## config.mk

```make
export PLATFORM = sky130hd
export DESIGN_NAME = rs232_rx_fifo
export DESIGN_NICKNAME = d
export VERILOG_FILES = /design/src/rtl/rs232_rx_fifo.sv
export SDC_FILE = /design/constraint.sdc
export NUM_CORES = 1
export LEC_CHECK = 0
export BUFFER_PORTS_ARGS = -buffer_cell sky130_fd_sc_hd__clkbuf_2
export CAP_MARGIN = 20
export CORE_ASPECT_RATIO = 0.7
export CORE_MARGIN = 2
export CORE_UTILIZATION = 55
export DETAILED_ROUTE_END_ITERATION = 16
export HOLD_SLACK_MARGIN = 0.15
export PLACE_DENSITY = 0.69
export SLEW_MARGIN = 20
export SYNTH_ARGS = -nofsm -noshare
export SYNTH_HDL_FRONTEND = slang
export SYNTH_SLANG_ARGS = --single-unit
```

## constraint.sdc

```tcl
create_clock -name clk -period 5.3 [get_ports clk]
set_clock_uncertainty 0.1 [all_clocks]
set_input_delay 0.795 -clock clk [delete_from_list [all_inputs] [get_ports clk]]
set_output_delay 0.795 -clock clk [all_outputs]
set_load 0.05 [all_outputs]
```

## src/rtl/rs232_rx_fifo.sv

```systemverilog
// rs232_rx_fifo: receive-side byte buffer between the RS-232 receiver and the
// CPU IO bus. A three-state drain FSM acknowledges each received byte and
// pushes it into a 2^DEPTH_LOG2 deep first-word-fall-through FIFO. Overflow
// sets a sticky overrun bit.
// Optional feature macro: RS232_RTS_FLOW_EN enables RTS flow control with
// hysteresis. Without it, rts_n is tied low.
module rs232_rx_fifo #(
  parameter int DEPTH_LOG2 = 4,
  parameter int RTS_MARGIN = 4
) (
  input  logic                  clk,
  input  logic                  rst,
  input  logic [7:0]            rx_data,
  input  logic                  rx_rdy,
  output logic                  rx_done,
  output logic [7:0]            cpu_data,
  output logic                  cpu_rdy,
  input  logic                  cpu_done,
  output logic [DEPTH_LOG2+1:0] status,
  input  logic                  ovr_clr,
  output logic                  rts_n
);

  localparam int DEPTH = 1 << DEPTH_LOG2;
  localparam logic [DEPTH_LOG2:0] L_DEPTH = {1'b1, {DEPTH_LOG2{1'b0}}};

  typedef enum logic [1:0] {
    S_IDLE   = 2'd0,
    S_ACK    = 2'd1,
    S_SETTLE = 2'd2
  } state_t;

  state_t                r_state;
  state_t                w_state_next;
  logic [7:0]            r_mem [DEPTH];
  logic [DEPTH_LOG2-1:0] r_wptr;
  logic [DEPTH_LOG2-1:0] r_rptr;
  logic [DEPTH_LOG2:0]   r_count;
  logic                  r_overrun;

  logic w_capture;
  logic w_full;
  logic w_pop;
  logic w_push;
  logic w_discard;

  // A pop frees a slot in the same cycle, so a capture at full is still accepted
  assign w_full    = (r_count == L_DEPTH);
  assign w_pop     = cpu_done && (r_count != '0);
  assign w_push    = w_capture && (!w_full || w_pop);
  assign w_discard = w_capture && w_full && !w_pop;

  // Drain FSM state register
  always_ff @(posedge clk) begin
    if (rst) r_state <= S_IDLE;
    else     r_state <= w_state_next;
  end

  // Drain FSM next state; SETTLE ignores rx_rdy while the receiver drops rdy
  always_comb begin
    w_state_next = r_state;
    w_capture    = 1'b0;
    rx_done      = 1'b0;
    case (r_state)
      S_IDLE: begin
        if (rx_rdy) begin
          w_capture    = 1'b1;
          w_state_next = S_ACK;
        end
      end
      S_ACK: begin
        rx_done      = 1'b1;
        w_state_next = S_SETTLE;
      end
      S_SETTLE: w_state_next = S_IDLE;
      default:  w_state_next = S_IDLE;
    endcase
  end

  // Storage array write; contents are deliberately left uninitialised on reset
  always_ff @(posedge clk) begin
    if (w_push) r_mem[r_wptr] <= rx_data;
  end

  // Pointers and occupancy count
  always_ff @(posedge clk) begin
    if (rst) begin
      r_wptr  <= '0;
      r_rptr  <= '0;
      r_count <= '0;
    end else begin
      if (w_push) r_wptr <= r_wptr + 1'b1;
      if (w_pop)  r_rptr <= r_rptr + 1'b1;
      if (w_push && !w_pop)      r_count <= r_count + 1'b1;
      else if (w_pop && !w_push) r_count <= r_count - 1'b1;
    end
  end

  // Sticky overrun; a discard in the same cycle as a clear wins
  always_ff @(posedge clk) begin
    if (rst)            r_overrun <= 1'b0;
    else if (w_discard) r_overrun <= 1'b1;
    else if (ovr_clr)   r_overrun <= 1'b0;
  end

  assign cpu_rdy  = (r_count != '0);
  assign cpu_data = cpu_rdy ? r_mem[r_rptr] : 8'h00;
  assign status   = {r_overrun, r_count};

`ifdef RS232_RTS_FLOW_EN
  localparam logic [DEPTH_LOG2:0] L_MARGIN = RTS_MARGIN[DEPTH_LOG2:0];
  localparam logic [DEPTH_LOG2:0] L_RTS_HI = L_DEPTH - L_MARGIN;
  localparam logic [DEPTH_LOG2:0] L_HALF   = {2'b01, {(DEPTH_LOG2-1){1'b0}}};

  logic r_rts_n;

  // RTS hysteresis: stop the sender near full, release once half drained
  always_ff @(posedge clk) begin
    if (rst)                      r_rts_n <= 1'b0;
    else if (r_count >= L_RTS_HI) r_rts_n <= 1'b1;
    else if (r_count <= L_HALF)   r_rts_n <= 1'b0;
  end

  assign rts_n = r_rts_n;
`else
  assign rts_n = 1'b0;
`endif

endmodule

```

==> impl_metrics.env <==
export IMPL_status="finished clean"
export IMPL_syn_area_um2=6050
export IMPL_numClockSinks=148
export IMPL_antenna_found_initial=0
export IMPL_asyncSetResetFlopFracSynth_pct=0
export IMPL_gr_total_overflow=0
export IMPL_numCtsBuffers=17
export IMPL_io_buffers=28
export IMPL_worstReg2RegStart="r_count[1]"
export IMPL_die_h_um=91.7
export IMPL_grt_pass1_vias=2963
export IMPL_htree_num_levels=4
export IMPL_remaining_drc_errors=0
export IMPL_min_from="r_rptr[3]"
export IMPL_grt_pass1_wl_um=17000
export IMPL_crit_arrival_ps=2870
export IMPL_synth_seq_area_share_pct=70.2
export IMPL_dr_pass1_iters=5
export IMPL_die_area_um2=11900
export IMPL_critPathKind="reg2out"
export IMPL_cp_required_ps=4410
export IMPL_path_delay_family="flip-flops"
export IMPL_cp_slowest_cell="dfxtp_1"
export IMPL_grt_max_degree=33
export IMPL_cap_violations=0
export IMPL_crit_path_max_fanout=16
export IMPL_hold_path_class="reg2reg"
export IMPL_power_total_uw=3340
export IMPL_syn_to_final_growth_pct=12.6
export IMPL_root_buffer="clkbuf_16"
export IMPL_ctsResizeCount=0
export IMPL_ys_ff_latch=148
export IMPL_path_clk_slew_ps=60
export IMPL_min_path_cells=2
export IMPL_clkLatencyLatePin_ps=410
export IMPL_syn_inst=330
export IMPL_syn_avg_cell_area_um2=18.3
export IMPL_core_area_um2=10500
export IMPL_slew_violations=0
export IMPL_hold_viol_final=0
export IMPL_ant_nets=0
export IMPL_relSlewSlack_pct=33.4
export IMPL_cpPeakStageDelay_ps=920
export IMPL_placed_area_um2=6250
export IMPL_vias=3023
export IMPL_dp_hpwl_um=7050
export IMPL_setup_violations=0
export IMPL_wire_per_inst_um=20.6
export IMPL_synth_flop_cell="edfxtp_1"
export IMPL_power_leakage_uw=0.00226
export IMPL_fillers=707
export IMPL_ys_types=46
export IMPL_rsz0062_at_grt="false"
export IMPL_tns_ps=0
export IMPL_initial_utilization_pct=57.6
export IMPL_ys_warn_count=0
export IMPL_final_layout_size_suffix_gt1_share_pct=26.9
export IMPL_gp_congestion=0.783
export IMPL_endpoint_kind="output pin"
export IMPL_drt_iter0_markers=247
export IMPL_die_w_um=129
export IMPL_reg2reg_to="r_count[4]"
export IMPL_r2r_cells=9
export IMPL_crit_top_cell="a211oi_1"
export IMPL_path_depth=6
export IMPL_rrSetupSlack_ps=2300
export IMPL_synth_nets=353
export IMPL_holdPathEnd="r_rptr[3]"
export IMPL_peakVddDrop_uv=306
export IMPL_grt_use_total_pct=20.1
export IMPL_design_portCount=30
export IMPL_clockBufferDepth=2
export IMPL_synth_edf_count=128
export IMPL_cts_hold_buf=0
export IMPL_std_cell_rows=31
export IMPL_worst_slew_pin_slew_ps=999
export IMPL_fin_crit_sh_pct=71.1
export IMPL_cts_setup_buffers=0
export IMPL_num_antenna_cells=0
export IMPL_path_buf_inv=2
export IMPL_post_route_min_period_ps=3770
export IMPL_crit_path_cell_trace="buf_4 > mux4_2 > nor2b_1 > a211oi_1 > a211oi_1 > clkbuf_2"
export IMPL_final_area_um2=6810
export IMPL_critPathLaunchType="register"
export IMPL_fmax_ghz=0.265
export IMPL_cts_tree="yes"
export IMPL_nets=386
export IMPL_vias_per_cell=5.77
export IMPL_power_density_nw_per_um2=490
export IMPL_routed_wl_um=10800
tightest hold or removal path: cells and delay by family, from the launching register on:
family	cells	cell delay [ps]
flops	1	320
xor+xnor	1	60
simple gates	1	100
report_power, final:
group | switching, uW | internal (uW)
Combinational | 489 | 312
Sequential | 101 | 1310
Clock | 455 | 667
Total | 1040 | 2290
metrics by stage:
step	util [%]	setup WS (ps)	hold WS, ps	cells
detailed placement	59.5	1970	422	492
finish	64.8	1530	427	524
CTS	64.8	1480	437	524
global route	64.8	1370	492	524
global placement	59.5	2020	414	492
floorplan	-	2140	385	330
flip-flops by register name, summed over array words and instances, names as in the netlist, named ones only:
signal     cells
r_overrun      1
r_mem        128
r_wptr         4
r_state        2
r_count        5
r_rptr         4
final cells by class:
type / count / area, um2 / area share (%)
inverters: 5 / 18.8 / 0.275
clock buffers: 21 / 493 / 7.24
clock inverters: 11 / 68.8 / 1.01
multi-input cells: 157 / 1620 / 23.7
repair buffers: 34 / 185 / 2.72
flip-flops and latches: 148 / 4250 / 62.3
well taps: 148 / 185 / 2.72
cell usage in the layout, fill, tap and decap left out, drive strengths merged, types with 6 or more instances in the layout:
master    n
a211oi   17
buf       6
clkbuf   49
dfxtp    20
edfxtp  128
ha        9
inv      11
mux2i    11
mux4     32
nor2     32
nor2b    14
cell usage after synthesis (2+ instances only):
cell	number	share of area [%]
edfxtp_1	128	64
nor2_1	31	1.9
mux4_2	28	10
dfxtp_1	20	6.6
a211oi_1	17	2.1
nor2b_1	14	1.4
mux2i_1	11	1.8
ha_1	9	1.9
buf_4	7	0.87
inv_1	5	0.31
nand2_1	5	0.31
xor2_1	5	0.72
mux4_1	4	1.7
nor3_1	4	0.33
a21oi_1	3	0.25
buf_1	3	0.19
buf_6	3	0.56
clkbuf_1	2	0.12
nand2b_1	2	0.21
o211ai_1	2	0.25
xnor2_1	2	0.29
logic make-up (layout without fill, tap and decap cells):
kind of cell	Yosys count	in the layout	share of synthesized area [%]
fa+ha+maj	10	10	2.19
flops	148	148	70.2
simple gates	66	66	5.56
xor+xnor	7	7	1.01
compound gates	28	28	3.54
mux	45	45	14.4
other cells	1	1	0.0620
buf+inv	25	71	3.12
per-layer routing:
layer  track usage [%]  vias up  part of all wire (%)
li1                  -     1377                     -
met4              6.79        0                   1.1
met5                 0        -                     0
met1              31.2     1567                    50
met2              27.2       71                    45
met3              6.30        8                   4.2
worst max-delay path by stage:
| stage | to | slack [ps] | from |
|---|---|---|---|
| floorplan | cpu_data[0] | 2140 | r_count[0] |
| detailed placement | cpu_data[2] | 1970 | register |
| finish | cpu_data[7] | 1530 | register |
| global route | cpu_data[2] | 1370 | register |
| global placement | cpu_data[6] | 2020 | register |
| CTS | cpu_data[2] | 1480 | register |
No activity file was read; power rests on OpenSTA's default activity.
